===== src/rtl/mem_access_unit_pkg.sv =====
// Shared definitions for the memory-access stage: op codes, FSM encoding,
// bus payload layout and small op-decoding helpers.
package mem_access_unit_pkg;

    localparam int unsigned RegBus     = 64;
    localparam int unsigned RegAddrBus = 5;
    localparam int unsigned MemOpW     = 4;
    localparam int unsigned LaneCnt    = 8;

    localparam logic [RegBus-1:0]     ZeroWord     = '0;
    localparam logic [RegAddrBus-1:0] NOPRegAddr   = '0;
    localparam logic                  WriteDisable = 1'b0;

    localparam logic [MemOpW-1:0] MEM_OP_NONE = 4'd0;
    localparam logic [MemOpW-1:0] MEM_OP_LB   = 4'd1;
    localparam logic [MemOpW-1:0] MEM_OP_LH   = 4'd2;
    localparam logic [MemOpW-1:0] MEM_OP_LW   = 4'd3;
    localparam logic [MemOpW-1:0] MEM_OP_LD   = 4'd4;
    localparam logic [MemOpW-1:0] MEM_OP_LBU  = 4'd5;
    localparam logic [MemOpW-1:0] MEM_OP_LHU  = 4'd6;
    localparam logic [MemOpW-1:0] MEM_OP_LWU  = 4'd7;
    localparam logic [MemOpW-1:0] MEM_OP_SB   = 4'd8;
    localparam logic [MemOpW-1:0] MEM_OP_SH   = 4'd9;
    localparam logic [MemOpW-1:0] MEM_OP_SW   = 4'd10;
    localparam logic [MemOpW-1:0] MEM_OP_SD   = 4'd11;

    typedef enum logic [1:0] {
        ST_IDLE = 2'd0,
        ST_REQ  = 2'd1,
        ST_RESP = 2'd2
    } mau_state_e;

    // Registered data-memory request payload.
    typedef struct packed {
        logic                 we;
        logic [RegBus-1:0]    addr;
        logic [LaneCnt-1:0]   wmask;
        logic [RegBus-1:0]    wdata;
    } dmem_bus_t;

    function automatic logic op_is_load(input logic [MemOpW-1:0] op);
        return (op >= MEM_OP_LB) && (op <= MEM_OP_LWU);
    endfunction

    function automatic logic op_is_store(input logic [MemOpW-1:0] op);
        return (op >= MEM_OP_SB) && (op <= MEM_OP_SD);
    endfunction

    function automatic logic op_is_mem(input logic [MemOpW-1:0] op);
        return op_is_load(op) || op_is_store(op);
    endfunction

    // log2 of the access size in bytes.
    function automatic logic [1:0] op_size_log2(input logic [MemOpW-1:0] op);
        logic [1:0] sz;
        case (op)
            MEM_OP_LB, MEM_OP_LBU, MEM_OP_SB: sz = 2'd0;
            MEM_OP_LH, MEM_OP_LHU, MEM_OP_SH: sz = 2'd1;
            MEM_OP_LW, MEM_OP_LWU, MEM_OP_SW: sz = 2'd2;
            default:                          sz = 2'd3;
        endcase
        return sz;
    endfunction

    // An access is misaligned when its lane offset is not a multiple of its size.
    function automatic logic op_misaligned(input logic [MemOpW-1:0] op,
                                           input logic [2:0]        lane);
        logic mis;
        case (op_size_log2(op))
            2'd0:    mis = 1'b0;
            2'd1:    mis = lane[0];
            2'd2:    mis = |lane[1:0];
            default: mis = |lane;
        endcase
        return mis;
    endfunction

endpackage


===== src/rtl/mem_lane_align.sv =====
// Combinational byte-lane alignment for an 8-byte data bus.
// Ports:
//   op_i     memory-op code
//   lane_i   byte offset within the 8-byte word (addr[2:0])
//   sdata_i  store source data, lane 0 based
//   rdata_i  raw bus read data
//   wmask_c  byte write mask for stores (0 for other ops)
//   wdata_c  store data shifted to its lane
//   ldata_c  load data extracted from its lane and sign/zero extended
module mem_lane_align
    import mem_access_unit_pkg::*;
#(
    parameter int unsigned XLEN = RegBus
)
(
    input  logic [MemOpW-1:0]  op_i,
    input  logic [2:0]         lane_i,
    input  logic [XLEN-1:0]    sdata_i,
    input  logic [XLEN-1:0]    rdata_i,
    output logic [LaneCnt-1:0] wmask_c,
    output logic [XLEN-1:0]    wdata_c,
    output logic [XLEN-1:0]    ldata_c
);

    localparam int unsigned ShW = $clog2(XLEN);

    logic [ShW-1:0]     bit_sh;
    logic [XLEN-1:0]    rshift;
    logic [LaneCnt-1:0] base_mask;

    assign bit_sh  = ShW'({lane_i, 3'b000});
    assign rshift  = rdata_i >> bit_sh;
    assign wdata_c = sdata_i << bit_sh;

    // Load extract: the addressed lane is brought down to bit 0 first.
    always_comb begin
        ldata_c = '0;
        case (op_i)
            MEM_OP_LB:  ldata_c = {{(XLEN-8){rshift[7]}},   rshift[7:0]};
            MEM_OP_LH:  ldata_c = {{(XLEN-16){rshift[15]}}, rshift[15:0]};
            MEM_OP_LW:  ldata_c = {{(XLEN-32){rshift[31]}}, rshift[31:0]};
            MEM_OP_LD:  ldata_c = rshift;
            MEM_OP_LBU: ldata_c = {{(XLEN-8){1'b0}},  rshift[7:0]};
            MEM_OP_LHU: ldata_c = {{(XLEN-16){1'b0}}, rshift[15:0]};
            MEM_OP_LWU: ldata_c = {{(XLEN-32){1'b0}}, rshift[31:0]};
            default:    ldata_c = '0;
        endcase
    end

    // Store mask: size-based lane mask moved up to the addressed lane.
    always_comb begin
        base_mask = '0;
        case (op_size_log2(op_i))
            2'd0:    base_mask = 8'h01;
            2'd1:    base_mask = 8'h03;
            2'd2:    base_mask = 8'h0F;
            default: base_mask = 8'hFF;
        endcase
        wmask_c = op_is_store(op_i) ? (base_mask << lane_i) : '0;
    end

endmodule


===== src/rtl/mem_access_unit.sv =====
// Memory-access pipeline stage: passes non-memory ops to writeback, runs
// loads/stores over a request/response data-memory bus with back-pressure.
// Ports:
//   clk, rst_n                     clock, async active-low reset
//   in_valid / in_ready            EX/MEM handshake (ready only in IDLE)
//   mem_wd/mem_wreg/mem_wdata      destination, write enable, ALU result/address
//   mem_op, mem_sdata              memory-op code, store source data
//   dmem_req/ready/we/addr/wmask/wdata   data-memory request channel
//   dmem_rvalid/rdata              data-memory response channel
//   wb_valid/wb_wd/wb_wreg/wb_wdata      writeback outputs (one-cycle pulse)
//   mem_misalign                   one-cycle pulse on a misaligned access
module mem_access_unit
    import mem_access_unit_pkg::*;
#(
    parameter int unsigned XLEN   = RegBus,
    parameter int unsigned REG_AW = RegAddrBus
)
(
    input  logic                clk,
    input  logic                rst_n,
    input  logic                in_valid,
    output logic                in_ready,
    input  logic [REG_AW-1:0]   mem_wd,
    input  logic                mem_wreg,
    input  logic [XLEN-1:0]     mem_wdata,
    input  logic [3:0]          mem_op,
    input  logic [XLEN-1:0]     mem_sdata,
    output logic                dmem_req,
    input  logic                dmem_ready,
    output logic                dmem_we,
    output logic [XLEN-1:0]     dmem_addr,
    output logic [7:0]          dmem_wmask,
    output logic [XLEN-1:0]     dmem_wdata,
    input  logic                dmem_rvalid,
    input  logic [XLEN-1:0]     dmem_rdata,
    output logic                wb_valid,
    output logic [REG_AW-1:0]   wb_wd,
    output logic                wb_wreg,
    output logic [XLEN-1:0]     wb_wdata,
    output logic                mem_misalign
);

    mau_state_e          state_q, state_d;
    logic [MemOpW-1:0]   op_q, op_d;
    logic [2:0]          lane_q, lane_d;
    logic [REG_AW-1:0]   wd_q, wd_d;
    logic                wreg_q, wreg_d;

    logic                in_ready_q, in_ready_d;
    logic                dmem_req_q, dmem_req_d;
    dmem_bus_t           bus_q, bus_d;
    logic                wb_valid_q, wb_valid_d;
    logic [REG_AW-1:0]   wb_wd_q, wb_wd_d;
    logic                wb_wreg_q, wb_wreg_d;
    logic [XLEN-1:0]     wb_wdata_q, wb_wdata_d;
    logic                misalign_q, misalign_d;

    logic [MemOpW-1:0]   align_op;
    logic [2:0]          align_lane;
    logic [LaneCnt-1:0]  al_wmask_c;
    logic [XLEN-1:0]     al_wdata_c;
    logic [XLEN-1:0]     al_ldata_c;

    // One aligner serves both phases: incoming op in IDLE, latched op otherwise.
    assign align_op   = (state_q == ST_IDLE) ? mem_op         : op_q;
    assign align_lane = (state_q == ST_IDLE) ? mem_wdata[2:0] : lane_q;

    mem_lane_align #(
        .XLEN (XLEN)
    ) u_lane_align (
        .op_i    (align_op),
        .lane_i  (align_lane),
        .sdata_i (mem_sdata),
        .rdata_i (dmem_rdata),
        .wmask_c (al_wmask_c),
        .wdata_c (al_wdata_c),
        .ldata_c (al_ldata_c)
    );

    // Next-state and registered-output logic.
    always_comb begin
        state_d    = state_q;
        op_d       = op_q;
        lane_d     = lane_q;
        wd_d       = wd_q;
        wreg_d     = wreg_q;
        dmem_req_d = 1'b0;
        bus_d      = '0;
        wb_valid_d = 1'b0;
        wb_wd_d    = wb_wd_q;
        wb_wreg_d  = wb_wreg_q;
        wb_wdata_d = wb_wdata_q;
        misalign_d = 1'b0;

        case (state_q)
            ST_IDLE: begin
                if (in_valid) begin
                    if (!op_is_mem(mem_op)) begin
                        wb_valid_d = 1'b1;
                        wb_wd_d    = mem_wd;
                        wb_wreg_d  = mem_wreg;
                        wb_wdata_d = mem_wdata;
                    end else if (op_misaligned(mem_op, mem_wdata[2:0])) begin
                        misalign_d = 1'b1;
                        wb_valid_d = 1'b1;
                        wb_wd_d    = mem_wd;
                        wb_wreg_d  = WriteDisable;
                        wb_wdata_d = XLEN'(ZeroWord);
                    end else begin
                        op_d        = mem_op;
                        lane_d      = mem_wdata[2:0];
                        wd_d        = mem_wd;
                        wreg_d      = mem_wreg;
                        dmem_req_d  = 1'b1;
                        bus_d.we    = op_is_store(mem_op);
                        bus_d.addr  = {mem_wdata[XLEN-1:3], 3'b000};
                        bus_d.wmask = al_wmask_c;
                        bus_d.wdata = op_is_store(mem_op) ? al_wdata_c : '0;
                        state_d     = ST_REQ;
                    end
                end
            end
            ST_REQ: begin
                // Request stays frozen until the bus takes it.
                if (dmem_ready) begin
                    state_d = ST_RESP;
                end else begin
                    dmem_req_d = 1'b1;
                    bus_d      = bus_q;
                end
            end
            ST_RESP: begin
                if (dmem_rvalid) begin
                    state_d    = ST_IDLE;
                    wb_valid_d = 1'b1;
                    wb_wd_d    = wd_q;
                    if (op_is_load(op_q)) begin
                        wb_wreg_d  = wreg_q;
                        wb_wdata_d = al_ldata_c;
                    end else begin
                        wb_wreg_d  = WriteDisable;
                        wb_wdata_d = XLEN'(ZeroWord);
                    end
                end
            end
            default: state_d = ST_IDLE;
        endcase

        in_ready_d = (state_d == ST_IDLE);
    end

    // State and output registers; reset drops any in-flight access.
    always_ff @(posedge clk or negedge rst_n) begin
        if (!rst_n) begin
            state_q    <= ST_IDLE;
            op_q       <= MEM_OP_NONE;
            lane_q     <= '0;
            wd_q       <= REG_AW'(NOPRegAddr);
            wreg_q     <= WriteDisable;
            in_ready_q <= 1'b1;
            dmem_req_q <= 1'b0;
            bus_q      <= '0;
            wb_valid_q <= 1'b0;
            wb_wd_q    <= REG_AW'(NOPRegAddr);
            wb_wreg_q  <= WriteDisable;
            wb_wdata_q <= XLEN'(ZeroWord);
            misalign_q <= 1'b0;
        end else begin
            state_q    <= state_d;
            op_q       <= op_d;
            lane_q     <= lane_d;
            wd_q       <= wd_d;
            wreg_q     <= wreg_d;
            in_ready_q <= in_ready_d;
            dmem_req_q <= dmem_req_d;
            bus_q      <= bus_d;
            wb_valid_q <= wb_valid_d;
            wb_wd_q    <= wb_wd_d;
            wb_wreg_q  <= wb_wreg_d;
            wb_wdata_q <= wb_wdata_d;
            misalign_q <= misalign_d;
        end
    end

    assign in_ready     = in_ready_q;
    assign dmem_req     = dmem_req_q;
    assign dmem_we      = bus_q.we;
    assign dmem_addr    = bus_q.addr;
    assign dmem_wmask   = bus_q.wmask;
    assign dmem_wdata   = bus_q.wdata;
    assign wb_valid     = wb_valid_q;
    assign wb_wd        = wb_wd_q;
    assign wb_wreg      = wb_wreg_q;
    assign wb_wdata     = wb_wdata_q;
    assign mem_misalign = misalign_q;

endmodule

===== config.mk =====
export PLATFORM = sky130hd
export DESIGN_NAME = mem_access_unit
export DESIGN_NICKNAME = d
export VERILOG_FILES = /design/src/rtl/mem_access_unit_pkg.sv /design/src/rtl/mem_lane_align.sv /design/src/rtl/mem_access_unit.sv
export SDC_FILE = /design/constraint.sdc
export NUM_CORES = 1
export LEC_CHECK = 0
export ABC_AREA = 1
export CORE_MARGIN = 10
export CORE_UTILIZATION = 52
export DETAILED_ROUTE_END_ITERATION = 8
export PLACE_DENSITY = 0.93
export SLEW_MARGIN = 20
export SYNTH_ARGS = -nofsm -noshare
export SYNTH_HDL_FRONTEND = slang
export SYNTH_SLANG_ARGS = --single-unit

===== constraint.sdc =====
create_clock -name clk -period 5.59 [get_ports clk]
set_input_delay 0.559 -clock clk [delete_from_list [all_inputs] [get_ports clk]]
set_output_delay 0.559 -clock clk [all_outputs]
set_load 0.01 [all_outputs]

==> summary.txt <==
Area after DPL: 17,510 sq um
fin nets: 2,487
P&R area growth vs syn: 36.45%
number of port buffers: 414
CTS Hold Buffers Added: 0
TritonCTS clock tree: built
Hold Vio Cnt, Final: 0
proportion of layout cells with a drive suffix above 1: 4.889%
synthesized area per cell: 6.898 sq um
Reg clk slew, reported paths: 0.06 ns
antenna-violating nets left: 0
Core Region: 25,330 sq um
via/cell ratio: 5.912
crit end category: flop
CP arrival: 4.06 ns
I/O Pins: 418
DPL Wire Length: 42,940 um
run status: finished clean
crit path time final: 3.634 ns
filler cell count: 1,949
via count: 15,554
# clock sinks: 223
cells after synthesis: 1,954
Initial Utilization: 53.22%
DR WL/cell: 22.19 um
CP Class: flop to flop
Mapped Area: 13,480 sq um
initial antenna violation count: 12
Clock power frac: 23.9%
Cell Pwr Density: 394.0 nW/um^2
Row Count: 58
NetSw: 0.003058 W
Max Freq: 275.2 MHz
initial DRC count: 2,063
Pint: 0.004188 W
Final Setup Violations: 0
Finished Cell Area: 18,390 sq um
RSZ-0062 raised after global routing: false
Leakage Power: 8.637 nW
Logic pwr share: 46.5%
Cell variety after synth: 37
CTS Root Cell: clkbuf_16
Max-Cap Viols: 0
post_cts resized: 0
global route total overflow: 0
die width: 181.0 um
Worst-Skew Late Latency: 0.55 ns
Max Slew Vio Count: 0
CP max FO: 77
CP Launch Type: flop
#FFs+latches synth: 223
Switching Share: 42.20%
Clock Skew: 0.01189 ns
part of the power in registers: 29.5%
hold slack: 0.1226 ns
clock tree buffer depth: 3
pin count of the biggest net entering global routing: 125
# DRC: 0
Post-CTS Setup Inserts: 0
DRT Pass-1 Iters: 5
CTS HTree Levels: 1
period utilization: 65.00%
WL final: 58,380 um
vias in the first global route: 14,876
Die ar.: 32,760 sq um
HP Class: input port to async pin
Die Y: 181.0 um
Max-slew headroom: 29.77%
first-pass GRT wire length: 88,510 um
Seq/Total Area, Yosys: 41.41%
setup TNS: 0 ns
CTS buffer count: 25
Tot GR Track Use: 33.66%
routability cong.: 1.047
Critical Path RT: 6.02 ns
peak supply drop: 370.2 uV
worst slew pin tran: 1.051 ns
Warnings, synthesis: 0
-- registers in the layout, summed over array words and instances (netlist names), 2 cells and up --
| register | flops |
|---|---|
| dmem_addr | 61 |
| dmem_wdata | 64 |
| dmem_wmask | 8 |
| lane_q | 3 |
| op_q | 4 |
| state_q | 2 |
| wb_wd | 5 |
| wb_wdata | 64 |
| wd_q | 5 |
-- stage by stage --
step                      util (%)  instances  setup slack [ns]  power [W]
after CTS                    72.51       2621             2.169   0.007177
final                        72.61       2631             1.956   0.007246
after global routing         72.60       2630             1.806   0.007613
after detailed placement     69.14       2576             2.011   0.005424
after global placement       69.14       2576             2.110   0.005363
after floorplan                  -       1956             3.202   0.004040
-- path summary, 6_finish.rpt --
path                                from        endpoint  slack [ns]  cells past startpoint
setup / recovery              state_q[0]  dmem_wdata[48]        1.96                      8
hold / removal                     rst_n  dmem_wdata[60]        0.12                      1
setup reg to reg              state_q[0]  dmem_wdata[48]        1.96                      8
hold reg to reg            dmem_wmask[6]   dmem_wmask[6]        0.48                      2
max in group asynchronous          rst_n  dmem_wdata[32]        4.04                      2
min in group clk           dmem_wmask[6]   dmem_wmask[6]        0.48                      2
-- cell usage in the layout (no fill, tap or decap), types with 6 or more instances in the layout --
master,count
a21oi_1,47
a21oi_2,13
a22o_1,14
buf_4,19
clkbuf_16,25
clkdlybuf4s50_1,413
clkinv_2,7
dfrtp_1,222
diode_2,10
ha_1,7
inv_1,143
inv_2,6
nand2_1,634
nand3_1,127
nand4_1,33
nor2_1,199
nor3_1,6
o211ai_1,43
o21ai_0,221
o21ai_1,32
o22ai_1,14
o31ai_1,15
-- cell usage after synthesis (all sizes together) --
library cell | number | area [sq um]
nand2 | 642 | 2435
o21ai | 259 | 1326
dfrtp | 222 | 5555
nor2 | 206 | 790.8
inv | 149 | 559.3
nand3 | 131 | 678.2
buf | 79 | 496.7
clkbuf | 65 | 244.0
a21oi | 60 | 349.1
o211ai | 43 | 322.8
nand4 | 33 | 206.5
o22ai | 15 | 100.1
o31ai | 15 | 112.6
a22o | 14 | 122.6
ha | 7 | 87.58
nor3 | 6 | 30.03
clkinv | 3 | 11.26
a31oi | 1 | 6.260
conb | 1 | 3.750
dfstp | 1 | 26.28
nand3b | 1 | 7.510
or2 | 1 | 6.260
-- power groups by stage --
| stage | logic [W] | registers, W | clock network (W) |
|---|---|---|---|
| floorplan | 0.00178 | 0.00226 | 0 |
| finish | 0.00337 | 0.00214 | 0.00174 |
| global placement | 0.00322 | 0.00214 | 0 |
| detailed placement | 0.00327 | 0.00215 | 0 |
| global route | 0.00363 | 0.00217 | 0.00181 |
| CTS | 0.00330 | 0.00213 | 0.00174 |
-- critical path: stages, from the launching register on --
cell and delay, ns:
dfrtp_1 0.46, nor2_4 0.52, nand2_4 0.15, nand2_4 0.63, buf_4 0.54, o21ai_0 0.29, o21ai_0 0.46, o22ai_1 0.19
a22o_1 0.22
-- routing by layer --
layer	global-route usage, %	part of all wire, %
met3	9.131	11
met1	43.04	38
met2	52.23	45
met5	0	0.046
met4	15.26	4.7
-- cell families after synthesis --
kind of cell               count (synthesis)  synth area share [%]
AOI/OAI and AO/OA                        407                 17.36
adders and majority gates                  7                0.6498
buffers and inverters                    296                 9.729
DFF                                      223                 41.41
other                                      1               0.02782
and+or+nand+nor                         1020                 30.82
-- layout make-up --
type                            instances  area, sq um  area share, %
Antenna cell                           10        25.02         0.1361
Clock buffer                           29        670.6          3.647
Clock inverter                         16        182.7         0.9933
Inverter                              152        570.5          3.102
Multi-Input combinational cell       1437         6635          36.08
Sequential cell                       223         5582          30.35
Tap cell                              330        412.9          2.245
Timing Repair Buffer                  434         4312          23.45
(Power assumes the default switching activity.)
